File: src/rtl/rsdec_syn_ctrl.sv
// Sequencing controller for the rsdec_syn syndrome generator: symbol intake, serial drain, error flag.
// Optional error-codeword counter built when RSDEC_SYN_CTRL_ERRCNT_EN is defined.
module rsdec_syn_ctrl #(
    parameter int unsigned N    = 255,
    parameter int unsigned NSYN = 6
) (
    input  logic        clk,
    input  logic        clrn,
    input  logic        in_valid,
    input  logic [7:0]  in_data,
    output logic        in_ready,
    input  logic        abort,
    output logic [7:0]  syn_u,
    output logic        syn_init,
    output logic        syn_enable,
    output logic        syn_shift,
    input  logic [7:0]  syn_y0,
    output logic        out_valid,
    output logic [7:0]  out_data,
    output logic [2:0]  out_idx,
    output logic        out_last,
    input  logic        out_ready,
    output logic        done,
    output logic        err_flag,
    output logic [15:0] err_cnt
);

    localparam int unsigned CW = 8;
    localparam int unsigned IW = 3;
    localparam int unsigned EW = 16;

    typedef enum logic [1:0] {IDLE, ACCUM, DRAIN} state_t;

    state_t         state;
    state_t         state_nxt;
    logic [CW-1:0]  sym_cnt;
    logic [IW-1:0]  idx_q;
    logic           nz;
    logic           done_q;
    logic           err_flag_q;
    logic           in_fire;
    logic           out_fire;
    logic           last_sym;
    logic           last_beat;
    logic           nz_final;

    assign in_ready  = (state != DRAIN);
    assign out_valid = (state == DRAIN);
    assign in_fire   = in_valid & in_ready & ~abort;
    assign out_fire  = out_valid & out_ready & ~abort;
    assign last_sym  = (sym_cnt == CW'(N - 1));
    assign last_beat = (idx_q == IW'(NSYN - 1));
    assign nz_final  = nz | (|syn_y0);

    // State register
    always_ff @(posedge clk or negedge clrn) begin
        if (!clrn) state <= IDLE;
        else       state <= state_nxt;
    end

    // Next-state logic; abort wins in every state
    always_comb begin
        state_nxt = state;
        if (abort) begin
            state_nxt = IDLE;
        end else begin
            case (state)
                IDLE:    if (in_fire) state_nxt = ACCUM;
                ACCUM:   if (in_fire && last_sym) state_nxt = DRAIN;
                DRAIN:   if (out_fire && last_beat) state_nxt = IDLE;
                default: state_nxt = IDLE;
            endcase
        end
    end

    // Generator control pulses, mutually exclusive by state
    always_comb begin
        syn_init   = 1'b0;
        syn_enable = 1'b0;
        syn_shift  = 1'b0;
        case (state)
            IDLE:    syn_init   = in_fire;
            ACCUM:   syn_enable = in_fire;
            DRAIN:   syn_shift  = out_fire;
            default: ;
        endcase
    end

    // Symbol/beat counters and per-codeword nonzero tracking
    always_ff @(posedge clk or negedge clrn) begin
        if (!clrn) begin
            sym_cnt    <= '0;
            idx_q      <= '0;
            nz         <= 1'b0;
            done_q     <= 1'b0;
            err_flag_q <= 1'b0;
        end else begin
            done_q <= 1'b0;
            if (syn_init) begin
                sym_cnt <= CW'(1);
            end else if (syn_enable) begin
                sym_cnt <= sym_cnt + CW'(1);
                if (last_sym) begin
                    idx_q <= '0;
                    nz    <= 1'b0;
                end
            end
            if (syn_shift) begin
                idx_q <= idx_q + IW'(1);
                nz    <= nz_final;
                if (last_beat) begin
                    done_q     <= 1'b1;
                    err_flag_q <= nz_final;
                end
            end
        end
    end

`ifdef RSDEC_SYN_CTRL_ERRCNT_EN
    logic [EW-1:0] err_cnt_q;

    // Saturating count of codewords that finished with a nonzero syndrome
    always_ff @(posedge clk or negedge clrn) begin
        if (!clrn) begin
            err_cnt_q <= '0;
        end else if (syn_shift && last_beat && nz_final && (err_cnt_q != {EW{1'b1}})) begin
            err_cnt_q <= err_cnt_q + EW'(1);
        end
    end

    assign err_cnt = err_cnt_q;
`else
    assign err_cnt = EW'(0);
`endif

    assign syn_u    = in_data;
    assign out_data = syn_y0;
    assign out_idx  = idx_q;
    assign out_last = out_valid & last_beat;
    assign done     = done_q;
    assign err_flag = err_flag_q;

endmodule
File: config.mk
export PLATFORM = sky130hd
export DESIGN_NAME = rsdec_syn_ctrl
export DESIGN_NICKNAME = d
export VERILOG_FILES = /design/src/rtl/rsdec_syn_ctrl.sv
export SDC_FILE = /design/constraint.sdc
export NUM_CORES = 1
export LEC_CHECK = 0
export ABC_AREA = 1
export CORE_MARGIN = 2
export CORE_UTILIZATION = 39
export DETAILED_ROUTE_END_ITERATION = 8
export PLACE_DENSITY = 0.9
export SLEW_MARGIN = 20
export SYNTH_ARGS = -nofsm -noshare
export SYNTH_HDL_FRONTEND = slang
export SYNTH_SLANG_ARGS = --single-unit
File: constraint.sdc
create_clock -name clk -period 1.81 [get_ports clk]
set_clock_uncertainty 0.2 [all_clocks]
set_input_delay 0.362 -clock clk [delete_from_list [all_inputs] [get_ports clk]]
set_output_delay 0.362 -clock clk [all_outputs]
set_load 0.01 [all_outputs]
* Yosys cells after proc, flatten, opt, wreduce, memory -nomap -nowiden *
Index checks and enable logic that the tools add are counted.

storage, ports and cells
  register bits after elaboration = 16
  output and inout port bits = 43

operators by class
  bitwise operators = 7
  $add $sub $neg = 2
  equal/unequal tests = 9
  reductions and logical operators = 10
  muxes and demuxes = 20

operators by type and width
  cell                                                 count
  two-way mux 8 bit                                    2
  two-way mux 3 bit                                    4
  two-way mux 1 bit                                    9
  adder 8 x 1 -> 8 bit, second input constant          1
  equality test 8 bit, second input constant           1
  two-way mux 2 bit                                    4
  OR reduction 8 bit                                   1
  != test 3 bit, second input constant                 2
  case mux 2 bit (3 select lines)                      1
  AND reduction 3 bit                                  2
  nonzero test 2 bit                                   3
  bitwise AND 1 bit                                    5
  adder 3 x 1 -> 3 bit, second input constant          1
  equality test 3 bit, second input constant           1
  != test 3 x 2 -> 1 bit, second input constant        1
  equality test 2 x 1 -> 1 bit, second input constant  1
  equality test 2 bit, second input constant           1
  logical AND 1 bit                                    2
  zero test 2 bit                                      1
  != test 2 x 1 -> 1 bit, second input constant        1
  != test 2 bit, second input constant                 1
  AND reduction 2 bit                                  1
  inverter 1 bit                                       1
  bitwise OR 1 bit                                     1

* Logic depth before layout (Yosys ltp) *
  word-level depth = 7
  gate-level depth with buffers = 9
  depth with buffers taken out = 9

* Worst setup path before layout *
Ideal clock, no wire load.

  path type = flip-flop to output port
  start point = reg state[0]
  end point = out syn_shift
  path buffers = 0
  required time = 1248 ps
  slack = 358 ps
  stages on the path, launching flop included = 6
  data arrival time = 890 ps
  cells stage by stage = dfrtp_1 -> inv_2 -> nand2_4 -> nor2_4 -> nand2_2 -> inv_1

on the way
  cells in the longest elaborated chain, start to end = 4

RTL lines
  item                             RTL line  RTL
  start: declaration               34        state_t state;
  start signal: assignment         58        else state <= state_nxt;
  equality test 2 bit *            48, 81
  bitwise AND 1 bit (2 in series)  50        assign out_fire = out_valid & out_ready & ~abort;
  two-way mux 1 bit *              81        case (state)
  end: declaration                 16        output logic syn_shift,

Every way passes the cells marked *; elsewhere a longest branch is shown, timed or not.

* Worst setup path in the final report *
  start point = reg state[1]
  end point = out out_valid

on the way
  cells in the longest elaborated chain, start to end = 1

RTL lines
  item                 RTL line  RTL
  equality test 2 bit  48        assign out_valid = (state == DRAIN);
  end: declaration     18        output logic out_valid,

Every way passes these cells.

==> run_results.csv <==
group,metric,value,unit
routing,dr.pass1.iters,4,
cts,cts_hold_buffers,0,
synthesis,async_flop_share,100,%
pwr,leakage,0.807,nW
synthesis,yosysMostFrequentCell,"nand2_1",
synthesis,synth_top_area_share,33.8,%
grt,grt_first_pass_wirelength,4340,um
pwr,pwr-share-seq,51.4,%
pwr,p_switching,0.234,mW
critical_path,reg2reg_depth,8,
floorplan,core-area,2980,um^2
grt,antenna_found_initial,0,
pwr,combPwrFrac,24.6,%
critical_path,worstSetupStartpointType,"flop",
job,drv_cap,0,
synthesis,netlist_area,1190,um^2
cells_and_area,multiInputGateArea,554,um^2
cts,cts_tree,"done",
routing,ant_nets,0,
place,io_buffers,31,
floorplan,ios,64,
critical_path,cp_max_fo,4,
grt,grt_start_max_net_pins,17,
pwr,pwr-share-clk,24.0,%
synthesis,synth_warnings,0,
grt,grt-ovfl-total,0,
critical_path,path_cells,"buf_4, nand2_4, inv_1, clkdlybuf4s15_1",
synthesis,synth_edf_count,0,
pwr,internal-power,0.544,mW
run_status,status,"completed",
synthesis,synth_cell_type_count,24,
routing,via_count,1053,
pwr,powerDensity,513,nW/um^2
cts,cts-root-buf,"clkbuf_4",
cells_and_area,seq_area,400,um^2
cts,h-tree-depth,1,
routing,routedWlPerCell,10.6,um
synthesis,syn_inst,158,
synthesis,avgSynthCellArea,7.51,um^2
grt,grt_pass1_vias,1025,
grt,track_usage,16.1,%
routing,drt_iter0_markers,26,
cells_and_area,antenna_cells,0,
cts,clkTransAtPathRegs,90,ps
timing,period_share,97.1,%
place,finalWeightedCongestion,0.874,
floorplan,dieArea,3500,um^2
critical_path,cp_slowest_cell,"dfrtp_1",
timing,rsz0062_at_grt,"yes",
critical_path,r2r_end,"state[1]$_DFFE_PN0P_",
routing,drc,0,
cells_and_area,nNetsFinal,222,
cells_and_area,final_core_util,51.0,%
floorplan,start_util,39.8,%
critical_path,rrSetupSlack,200,ps
place,dp_hpwl,1910,um
routing,via_per_inst,4.62,
cells_and_area,nFillCells,284,
cts,cts_buffer_depth,2,
timing,slew_violations,0,
critical_path,path_class,"flop to output pin",
synthesis,synthTopCellsByArea,"dfrtp_1 34%, buf_4 20%, nand2_1 13%, ha_1 4.2%, inv_1 4.1%",
cts,clock_sinks,16,
routing,wl,2420,um
timing,fmax,569,MHz
synthesis,synth-seq-cells,16,
critical_path,endpoint_kind,"output pin",
floorplan,die-height,59.2,um
pwr,power,0.779,mW
critical_path,cp.depth,4,
synthesis,netlist.top_cell.by_area,"dfrtp_1",
cts,numCtsBuffers,3,
synthesis,ys_top_cells_by_count,"41 x nand2_1, 32 x buf_4, 16 x dfrtp_1, 13 x inv_1, 13 x nor2_1",
synthesis,ys_seq_area_share,33.8,%
timing,post-route-min-period,1760,ps
floorplan,dieWidth,59.2,um
critical_path,arrival,1190,ps
timing,fin_setup_tns,0,ps
floorplan,rows,20,
cts,clock_latency,280,ps
cells_and_area,synthToLayoutAreaGrowth,28.0,%
pwr,peakVddDrop,0.000305,V
timing,finalSetupViolCount,0,
timing,holdWs,189,ps
timing,hold_viol_final,0,
critical_path,critical_path_required,1250,ps
cells_and_area,finalInstanceArea,1520,um^2
critical_path,cpPeakStageDelay,410,ps
critical_path,cpLargestDelayFamily,"buffers and inverters",
pwr,p_sw_share,30.1,%
grt,grt_util_met1,20.0,%
critical_path,r2r-start,"out_idx[1]$_DFFE_PN0P_",
hold_path,hold_path_class,"primary input to asynchronous set/reset pin",
grt,top_usage_layer,"met2",
cells_and_area,final_layout_size_suffix_gt1_share,21.0,%
place,placed_cell_area,1470,um^2
grt,use_met3,1.97,%
synthesis,synth_ff_type,"dfrtp_1",
critical_path,crit_buf_inv,3,
grt,grt_use_met2,28.1,%
logic make-up after synthesis:
logic type	synth area share, %
DFF	33.8
buffers and inverters	25.3
AOI/OAI and AO/OA	3.59
xor gates and xnor gates	1.48
other	0.316
adders and majority gates	4.22
and+or+nand+nor	31.3
per-stage QoR:
| step | setup WS, ps | instances |
|---|---|---|
| finish | 53.3 | 228 |
| global route | -30.3 | 228 |
| CTS | 4.21 | 228 |
| detailed placement | -506 | 221 |
| global placement | -462 | 221 |
| floorplan | 358 | 173 |
flip-flops by register name (all words and copies together), names as in the netlist:
| name | flops |
|---|---|
| state | 2 |
| nz | 1 |
| sym_cnt | 8 |
| err_flag | 1 |
| out_idx | 3 |
| done | 1 |
worst max path at each step:
stage / end / slack [ps] / startpoint
floorplan: syn_shift / 360 / state[0]$_DFFE_PN0P_
global placement: syn_shift / -460 / abort
detailed placement: syn_shift / -510 / abort
CTS: syn_init / 4 / state[1]$_DFFE_PN0P_
global route: syn_shift / -30 / state[1]$_DFFE_PN0P_
finish: out_valid / 50 / state[1]$_DFFE_PN0P_
final cells by class:
cell class,count,share of cell area (%)
Clock buffer,3,1.48
Inverter,16,3.96
Multi-Input combinational cell,109,36.5
Sequential cell,16,26.4
Tap cell,33,2.72
Timing Repair Buffer,51,28.9
routing by layer:
metal  part of all wire [%]  up-vias  wire length, um
met5                      0        -                0
met4                   0.33        0                8
met3                    4.8        2              116
met2                     53       34             1280
met1                     42      498             1010
li1                       -      519                -
power groups by stage:
stage	combinational, mW	clock (mW)	sequential, mW
after global routing	0.215	0.208	0.402
after detailed placement	0.196	0	0.405
after CTS	0.191	0.189	0.399
after global placement	0.191	0	0.404
final	0.192	0.187	0.400
after floorplan	0.138	0	0.404
placed cells by master (no fill, tap or decap), drive strengths merged:
cell / Yosys / routed
a21oi: 2 / 2
buf: 32 / 24
clkbuf: 0 / 3
clkdlybuf4s15: 0 / 2
clkdlybuf4s50: 0 / 13
conb: 1 / 16
dfrtp: 16 / 16
dlygate4sd2: 0 / 12
ha: 4 / 4
inv: 16 / 16
nand2: 44 / 44
nand3: 6 / 6
nand3b: 2 / 2
nand4: 3 / 3
nor2: 16 / 16
nor3: 5 / 5
nor3b: 1 / 1
o21ai: 5 / 5
o31ai: 1 / 1
or2: 2 / 2
xnor2: 1 / 1
xor2: 1 / 1
repair_timing:
item	in CTS	in global routing
setup buffers	4	0
gates resized for setup	34	6
pin swaps	1	0
endpoints found under the setup margin	17	5
Power figures use the tool's default switching activity.
